## src/rtl/mic_pkg.sv

```systemverilog
// mic_pkg: shared constants and types for the I2S MEMS microphone receiver.
//   SLOT_BITS / FRAME_BITS : SCK periods per slot / per stereo frame
//   FC_BITS / SLOT_IDX_W   : widths of the frame counter and of the in-slot index
//   DEFAULT_CLK_DIV        : system-clock cycles per SCK half-period
//   DEFAULT_DATA_BITS      : significant bits captured per slot
//   sample_t               : signed sample at the default width
package mic_pkg;

  localparam int SLOT_BITS         = 32;
  localparam int FRAME_BITS        = 64;
  localparam int FC_BITS           = $clog2(FRAME_BITS);
  localparam int SLOT_IDX_W        = $clog2(SLOT_BITS);
  localparam int DEFAULT_CLK_DIV   = 16;
  localparam int DEFAULT_DATA_BITS = 24;

  typedef logic signed [DEFAULT_DATA_BITS-1:0] sample_t;

endpackage

```

## src/rtl/i2s_clkgen.sv

```systemverilog
// i2s_clkgen: I2S bit clock / word select generator.
//   clk_i   system clock
//   rst_ni  asynchronous active-low reset
//   sck_o   I2S bit clock, toggles every CLK_DIV system cycles
//   ws_o    word select (0 = left slot, 1 = right slot), changes only with SCK falling
//   rise_o  high in the system cycle at whose end SCK goes 0->1
//   fall_o  high in the system cycle at whose end SCK goes 1->0
//   fc_o    frame counter (SCK periods into the 64-period frame), pre-increment value
module i2s_clkgen
  import mic_pkg::*;
#(
  parameter int CLK_DIV = DEFAULT_CLK_DIV
) (
  input  logic               clk_i,
  input  logic               rst_ni,
  output logic               sck_o,
  output logic               ws_o,
  output logic               rise_o,
  output logic               fall_o,
  output logic [FC_BITS-1:0] fc_o
);

  // CLK_DIV = 1 still needs a one-bit counter that simply wraps every cycle.
  localparam int DIV_W = (CLK_DIV > 1) ? $clog2(CLK_DIV) : 1;
  localparam logic [DIV_W-1:0] DIV_LAST = DIV_W'(CLK_DIV - 1);

  logic [DIV_W-1:0]   div_cnt_q, div_cnt_d;
  logic               sck_q, sck_d;
  logic [FC_BITS-1:0] fc_q, fc_d;
  logic               wrap;

  always_comb begin
    wrap      = (div_cnt_q == DIV_LAST);
    div_cnt_d = wrap ? '0 : div_cnt_q + DIV_W'(1);
    sck_d     = wrap ? ~sck_q : sck_q;
    rise_o    = wrap & ~sck_q;
    fall_o    = wrap & sck_q;
    // Frame position advances on SCK falling edges, modulo 64.
    fc_d      = fall_o ? fc_q + FC_BITS'(1) : fc_q;
  end

  always_ff @(posedge clk_i or negedge rst_ni) begin
    if (!rst_ni) begin
      div_cnt_q <= '0;
      sck_q     <= 1'b0;
      fc_q      <= '0;
    end else begin
      div_cnt_q <= div_cnt_d;
      sck_q     <= sck_d;
      fc_q      <= fc_d;
    end
  end

  assign sck_o = sck_q;
  // fc_q is itself a register, so WS moves on the same edge SCK falls.
  assign ws_o  = fc_q[FC_BITS-1];
  assign fc_o  = fc_q;

endmodule

```

## src/rtl/microphones.sv

```systemverilog
// microphones: I2S receiver for INMP441-class MEMS microphones.
// Generates SCK/WS from the system clock and deserialises MSB-first
// two's-complement words into signed parallel samples.
//   clk_in       system clock (100 MHz)
//   rst_in       asynchronous active-low reset
//   mic_data     serial data from the microphone(s)
//   mic_sck      I2S bit clock
//   mic_ws       word select: 0 = left slot, 1 = right slot
//   left_out     signed left sample, held until the next left word
//   right_out    signed right sample, held until the next right word
//   left_valid   one-cycle strobe when left_out updates
//   right_valid  one-cycle strobe when right_out updates
// Build option: define MIC_STEREO_EN to capture the right slot as well;
// without it only the left slot is captured and right_out/right_valid stay 0.
//
// Valid protocol: left_valid/right_valid are single-cycle strobes with no
// back-pressure. The matching sample output changes in the strobe cycle and
// is then stable until the next strobe of the same slot; the two strobes are
// never high together.
module microphones
  import mic_pkg::*;
#(
  parameter int CLK_DIV   = DEFAULT_CLK_DIV,
  parameter int DATA_BITS = DEFAULT_DATA_BITS
) (
  input  logic                        clk_in,
  input  logic                        rst_in,
  input  logic                        mic_data,
  output logic                        mic_sck,
  output logic                        mic_ws,
  output logic signed [DATA_BITS-1:0] left_out,
  output logic signed [DATA_BITS-1:0] right_out,
  output logic                        left_valid,
  output logic                        right_valid
);

  localparam logic [SLOT_IDX_W-1:0] LAST_BIT = SLOT_IDX_W'(DATA_BITS);

  logic                  sck_rise, sck_fall;
  logic [FC_BITS-1:0]    fc;
  logic [SLOT_IDX_W-1:0] bit_pos;

  logic [DATA_BITS-1:0]  sr_q, sr_d;
  logic [DATA_BITS:0]    sr_ext;
  logic                  done_q, done_d;
  logic                  done_slot_q, done_slot_d;
  logic [DATA_BITS-1:0]  left_q, left_d;
  logic [DATA_BITS-1:0]  right_q, right_d;
  logic                  left_valid_q, left_valid_d;
  logic                  right_valid_q, right_valid_d;

  i2s_clkgen #(.CLK_DIV(CLK_DIV)) u_clkgen (
    .clk_i  (clk_in),
    .rst_ni (rst_in),
    .sck_o  (mic_sck),
    .ws_o   (mic_ws),
    .rise_o (sck_rise),
    .fall_o (sck_fall),
    .fc_o   (fc)
  );

  always_comb begin
    bit_pos       = fc[SLOT_IDX_W-1:0];
    sr_ext        = {sr_q, mic_data};
    sr_d          = sr_q;
    done_d        = 1'b0;
    done_slot_d   = done_slot_q;
    left_d        = left_q;
    right_d       = right_q;
    left_valid_d  = 1'b0;
    right_valid_d = 1'b0;

    // Position 0 is the I2S delay bit; positions 1..DATA_BITS carry the word
    // MSB first; the rest of the slot is padding.
    if (sck_fall && (bit_pos != '0) && (bit_pos <= LAST_BIT)) begin
      sr_d = sr_ext[DATA_BITS-1:0];
    end else if (sck_rise && (bit_pos == '0)) begin
      // Start every slot from a clean shifter.
      sr_d = '0;
    end

    // LSB captured: remember which slot it belonged to and publish next cycle.
    if (sck_fall && (bit_pos == LAST_BIT)) begin
      done_d      = 1'b1;
      done_slot_d = fc[FC_BITS-1];
    end

    if (done_q && !done_slot_q) begin
      left_d       = sr_q;
      left_valid_d = 1'b1;
    end
`ifdef MIC_STEREO_EN
    if (done_q && done_slot_q) begin
      right_d       = sr_q;
      right_valid_d = 1'b1;
    end
`endif
  end

  always_ff @(posedge clk_in or negedge rst_in) begin
    if (!rst_in) begin
      sr_q          <= '0;
      done_q        <= 1'b0;
      done_slot_q   <= 1'b0;
      left_q        <= '0;
      right_q       <= '0;
      left_valid_q  <= 1'b0;
      right_valid_q <= 1'b0;
    end else begin
      sr_q          <= sr_d;
      done_q        <= done_d;
      done_slot_q   <= done_slot_d;
      left_q        <= left_d;
      right_q       <= right_d;
      left_valid_q  <= left_valid_d;
      right_valid_q <= right_valid_d;
    end
  end

  assign left_out    = left_q;
  assign right_out   = right_q;
  assign left_valid  = left_valid_q;
  assign right_valid = right_valid_q;

endmodule

```

## config.mk

```make
export PLATFORM = sky130hd
export DESIGN_NAME = microphones
export DESIGN_NICKNAME = d
export VERILOG_FILES = /design/src/rtl/mic_pkg.sv /design/src/rtl/i2s_clkgen.sv /design/src/rtl/microphones.sv
export SDC_FILE = /design/constraint.sdc
export NUM_CORES = 1
export LEC_CHECK = 0
export BUFFER_PORTS_ARGS = -buffer_cell sky130_fd_sc_hd__buf_2
export CORE_UTILIZATION = 54
export DETAILED_ROUTE_END_ITERATION = 6
export GPL_ROUTABILITY_DRIVEN = 0
export PLACE_DENSITY = 0.79
export SYNTH_ARGS = -nofsm -noshare
export SYNTH_HDL_FRONTEND = slang
export SYNTH_SLANG_ARGS = --single-unit
```

## constraint.sdc

```tcl
create_clock -name clk_in -period 2.3 [get_ports clk_in]
set_input_delay 0.345 -clock clk_in [delete_from_list [all_inputs] [get_ports clk_in]]
set_output_delay 0.345 -clock clk_in [all_outputs]
set_load 0.1 [all_outputs]
```

Yosys cells after proc, flatten, opt, wreduce, memory -nomap -nowiden
Index checks and enable logic that the tools add are counted.
{"block": "totals", "register_bits": 62, "input_bits": 3, "out_inout_bits": 52, "wordCells": 30}
{"block": "op_classes", "add_sub_neg": 2, "n_lt_le_gt_ge": 1, "eq_ne": 2, "muxes": 5, "bitwise_logic": 3, "n_reduce_logical": 9}
{"cell": "24-bit 2-to-1 mux", "count": 2}
{"cell": "6-bit by 1-bit adder with 6-bit output, second input constant", "count": 1}
{"cell": "5-bit equality test, second input constant", "count": 1}
{"cell": "5-bit less-or-equal comparator, second input constant", "count": 1}
{"cell": "1-bit logical AND", "count": 5}
{"cell": "5-bit zero test", "count": 1}
{"cell": "5-bit nonzero test", "count": 1}
{"cell": "4-bit by 1-bit adder with 4-bit output, second input constant", "count": 1}
{"cell": "4-bit equality test, second input constant", "count": 1}
{"cell": "4-bit 2-to-1 mux", "count": 1}
{"cell": "1-bit AND", "count": 2}
{"cell": "1-bit 2-to-1 mux", "count": 2}
{"cell": "2-bit nonzero test", "count": 1}
{"cell": "1-bit zero test", "count": 1}
{"cell": "1-bit NOT", "count": 1}

Logic depth before layout (Yosys ltp)
{"block": "logic_depth", "depth_word": 5, "mapped_depth": 7, "ltp_nobuf": 6}

Cells and area by module
A second synthesis with hierarchy kept.
{"block": "unflattened", "hier_cells": 314, "area_unflattened_um2": 3424.5}
{"module": "microphones", "n_inst": 1, "cells_per_inst": 277, "area_each_um2": 2959.1, "seq_area_each_um2": 1276.2}
{"module": "i2s_clkgen", "n_inst": 1, "cells_per_inst": 37, "area_each_um2": 465.4, "seq_area_each_um2": 275.3}

Worst setup path before layout
Ideal clock, no wire load.
{"block": "synth_path", "path_type": "register to register", "from": "register u_clkgen.sck_q, in the netlist u_clkgen.sck_o", "to": "register sr_q[10]", "setup_time_ps": 121, "arrival_ps": 1820, "t_required_ps": 2179, "path_slack_ps": 359, "path_stages_with_launch": 5, "n_path_buf": 1, "period_less_slack_ps": 1941, "cell_sequence": "dfrtp_1 -> mux2_2 -> nand4b_4 -> buf_2 -> a22o_1"}
{"block": "synth_between", "elab_chain_cells": 4, "word_cells_on_any_way": 8, "cone_classes": "1 x mux; 3 x bitwise; 4 x reduce/logical"}
{"element": "from (decl)", "line": "i2s_clkgen.sv:28", "text": "logic sck_q, sck_d;"}
{"element": "from (signal assigned)", "line": "i2s_clkgen.sv:49", "text": "sck_q <= sck_d;"}
{"element": "1-bit AND / 1-bit NOT (equally long branches)", "line": "i2s_clkgen.sv:37, i2s_clkgen.sv:36"}
{"element": "1-bit logical AND / 1-bit AND (equally long branches)", "line": "microphones.sv:75, i2s_clkgen.sv:36"}
{"element": "1-bit logical AND (on tied branches)", "line": "microphones.sv:75, microphones.sv:77"}
{"element": "24-bit 2-to-1 mux / 2-bit nonzero test (equally long branches)"}
{"element": "to (signal assigned)", "line": "microphones.sv:110", "text": "sr_q <= sr_d;"}
{"element": "to (decl)", "line": "microphones.sv:43", "text": "logic [DATA_BITS-1:0] sr_q, sr_d;"}
Several ways; a longest one is shown, not always the timed one.
A chain may end at the register's enable or synchronous reset.

Worst setup path after layout
{"block": "layout_path", "from": "register u_clkgen.div_cnt_q[0]", "to": "register sr_q[19]"}
{"block": "layout_between", "elab_chain_cells": 5, "word_cells_on_any_way": 8, "cone_classes": "1 x eq/ne; 1 x mux; 2 x bitwise; 4 x reduce/logical"}
{"element": "from (decl)", "line": "i2s_clkgen.sv:27", "text": "logic [DIV_W-1:0] div_cnt_q, div_cnt_d;"}
{"element": "from (signal assigned)", "line": "i2s_clkgen.sv:48", "text": "div_cnt_q <= div_cnt_d;"}
{"element": "4-bit equality test *", "line": "i2s_clkgen.sv:33", "text": "wrap = (div_cnt_q == DIV_LAST);"}
{"element": "1-bit AND", "line": "i2s_clkgen.sv:37", "text": "fall_o = wrap & sck_q;"}
{"element": "1-bit logical AND (2 in a row)", "line": "microphones.sv:75", "text": "if (sck_fall && (bit_pos != '0) && (bit_pos <= LAST_BIT)) begin"}
{"element": "24-bit 2-to-1 mux / 2-bit nonzero test (equally long branches)"}
Mark *: on every way between the ends. The rest lies on a longest branch, timed or not.

==> impl_results.md <==
- Outcome: finished, violations left
- Violated checks: design-rule violations
- Die W: 71.3 um
- CTS clk-pin slew, worst paths: 60 ps
- Biggest cell delay along the critical path: 390 ps
- Met2 GRT Util: 25.5%
- Pwr dens: 776 nW/um^2
- Post-route ant nets: 0
- Fin crit share: 79.3%
- Register Area: 1550 um^2
- Syn-to-layout area delta: 11.2%
- Maximum VDD drop: 0.000455 V
- CP Data Arrival Time: 2090 ps
- Post-Place Cell Area: 2690 um^2
- Buf+Inv Stages, Crit Path: 1
- DR vias/cell: 5.16
- Clock buffer depth: 2
- RSZ-0062 raised after global routing: no
- Setup bufs post-CTS: 0
- Setup Skew: 5.93 ps
- Avg Cell Area, Syn: 14.0 um^2
- Leak pwr: 1.57 nW
- Cell Rows: 24
- Via count: 1425
- Multi-input logic area: 875 um^2
- Met3 GRT Util: 6.33%
- Port bufs: 29
- HP Class: in2async
- Clock Latency Late Sink: 330 ps
- GRT busiest layer: met2
- Crit path max fanout: 24
- Total number of yosys warnings: 0
- Fill cell count: 339
- Final setup vio count: 0
- Gr usage total: 17.4%
- Top-area cell type share of the netlist area: 59.8%
- DRT iter0 DRCs: 136
- Die area: 5090 um^2
- Seq/Total Area, Yosys: 59.8%
- Fin nets: 225
- Number of global-route vias before repair: 1391
- Slew Limit Fails: 0
- Clk pwr share: 42.3%
- DRT Pass-1 Iters: 7
- Crit-path cells: ha_1 > and3_1 > nand2_4 > nor3_4 > buf_4 > a22o_1
- Critical path depth: 6
- Crit path kind: reg2reg
- First-pass GRT wire length: 6470 um
- Die Ht: 71.3 um
- Most common cell after layout, fill and taps aside: dfrtp_1
- Sequential share of power: 48.7%
- Max frequency: 548 MHz
- Switching share of power: 26.3%
- Share of layout cells above drive strength 1: 34.8%
- Leading area contributor after synthesis: dfrtp_1
- Number of max-cap violations: 0
- Most frequent cells in the layout: dfrtp_1 (62), buf_2 (29), mux2_2 (27)
- Setup_tns: 0 ps
- Floorplan Core Area: 4470 um^2
- Met1 Resource Use GR: 22.0%
- Crit path required time: 2570 ps
- Diode count: 0
- CTS Sinks: 62
- Crit-path leading delay family: simple AND/OR/NAND/NOR gates
- Post-Synthesis Cells: 185
- Yosys cell types: 26
- Post-DP HPWL: 2470 um
- Final instance area: 2890 um^2
- Final Critical Period: 1820 ps
- WL final: 3780 um
- TritonCTS clock tree: done
- Crit. End Element: flip-flop
- P_sw: 0.000590 W
- FF+latch count, synth: 62
- Depth of the CTS H-tree: 3
- CTS Buf Count: 9
- Cell Area, Synth: 2600 um^2
- Logic pwr share: 9.0%
- IO Pins: 55
- Number of hold violations in the final report: 0
- Largest net degree at the start of global routing: 63
- Initial Util: 58.0%
- Antenna violations before repair: 0
- Ranking of synthesized cells by area: dfrtp_1 (60%), mux2_2 (12%), a22o_1 (8.1%)
- Gr ovfl total: 0
- Cts repair resizes: 0
- Hold-fix buffers, CTS: 0
- CP max stage cell: dfrtp_1
- Reg2reg path depth: 6
- DRC Markers: 6
- WL per Instance: 13.7 um
- Worst Setup Start Kind: flip-flop
- Clk root buf: clkbuf_8
- Int Power: 0.00165 W
-- power groups by stage --
stage / Combinational (W) / Clock, W / Sequential, W
floorplan: 0.000210 / 0 / 0.00111
global placement: 0.000203 / 0 / 0.00111
detailed placement: 0.000203 / 0 / 0.00111
CTS: 0.000203 / 0.000972 / 0.00109
global route: 0.000209 / 0.00101 / 0.00109
finish: 0.000202 / 0.000947 / 0.00109
-- final timing paths --
kind / start / end / slack (ps)
hold / removal: rst_in / left_out[9] / 7
max in group asynchronous: rst_in / sr_q[0] / 2040
setup reg to reg: u_clkgen.div_cnt_q[0] / sr_q[19] / 480
min in group clk_in: mic_data / sr_q[0] / 250
hold reg to reg: u_clkgen.div_cnt_q[0] / u_clkgen.div_cnt_q[0] / 490
setup / recovery: u_clkgen.div_cnt_q[0] / sr_q[19] / 480
-- sequential cells by signal, summed over array words and instances (netlist names) --
name,count
done_q,1
done_slot_q,1
left_out,24
left_valid,1
sr_q,24
u_clkgen.div_cnt_q,4
u_clkgen.fc_o,6
u_clkgen.sck_o,1
-- synthesized netlist by cell type (all sizes together) --
cell	n
conb	1
clkbuf	1
xnor2	2
ha	3
nand2	2
and3	1
xor2	5
nand3	4
nand4b	1
and2b	1
nor2	3
a21oi	1
o21ai	2
nor3b	1
a22o	24
mux2	27
buf	32
dfrtp	62
nand2b	4
inv	4
nor3	4
-- per-stage QoR --
step	setup slack [ps]	hold slack (ps)	power [W]	instances	util, %
floorplan	359	49.4	0.00132	209	-
global placement	487	378	0.00131	260	60.0
detailed placement	490	372	0.00131	260	60.0
CTS	463	9.24	0.00227	276	64.5
global route	320	29.0	0.00231	276	64.5
finish	476	7.46	0.00224	276	64.5
-- cell families after synthesis --
group | synth area share [%]
flip-flops | 59.8
AO/OA/AOI/OAI | 8.67
XOR/XNOR | 2.36
buffers and inverters | 10.0
adder cells (fa/ha/maj) | 1.45
AND/OR/NAND/NOR | 5.88
multiplexers | 11.7
other | 0.144
-- per-layer routing --
metal | wire length (um) | part of all wire (%) | vias up
met1 | 1780 | 47 | 702
met3 | 202 | 5.3 | 9
li1 | - | - | 669
met4 | 79 | 2.1 | 0
met5 | 0 | 0 | -
met2 | 1720 | 45 | 45
-- area by class of cell --
class                           instances  share of cell area (%)
Multi-Input combinational cell        110                    30.3
Clock buffer                           12                    5.37
Tap cell                               52                    2.25
Sequential cell                        62                    53.7
Timing Repair Buffer                   32                    6.24
Inverter                                4                   0.520
Clock inverter                          4                    1.56
No activity file was read; power rests on OpenSTA's default activity.
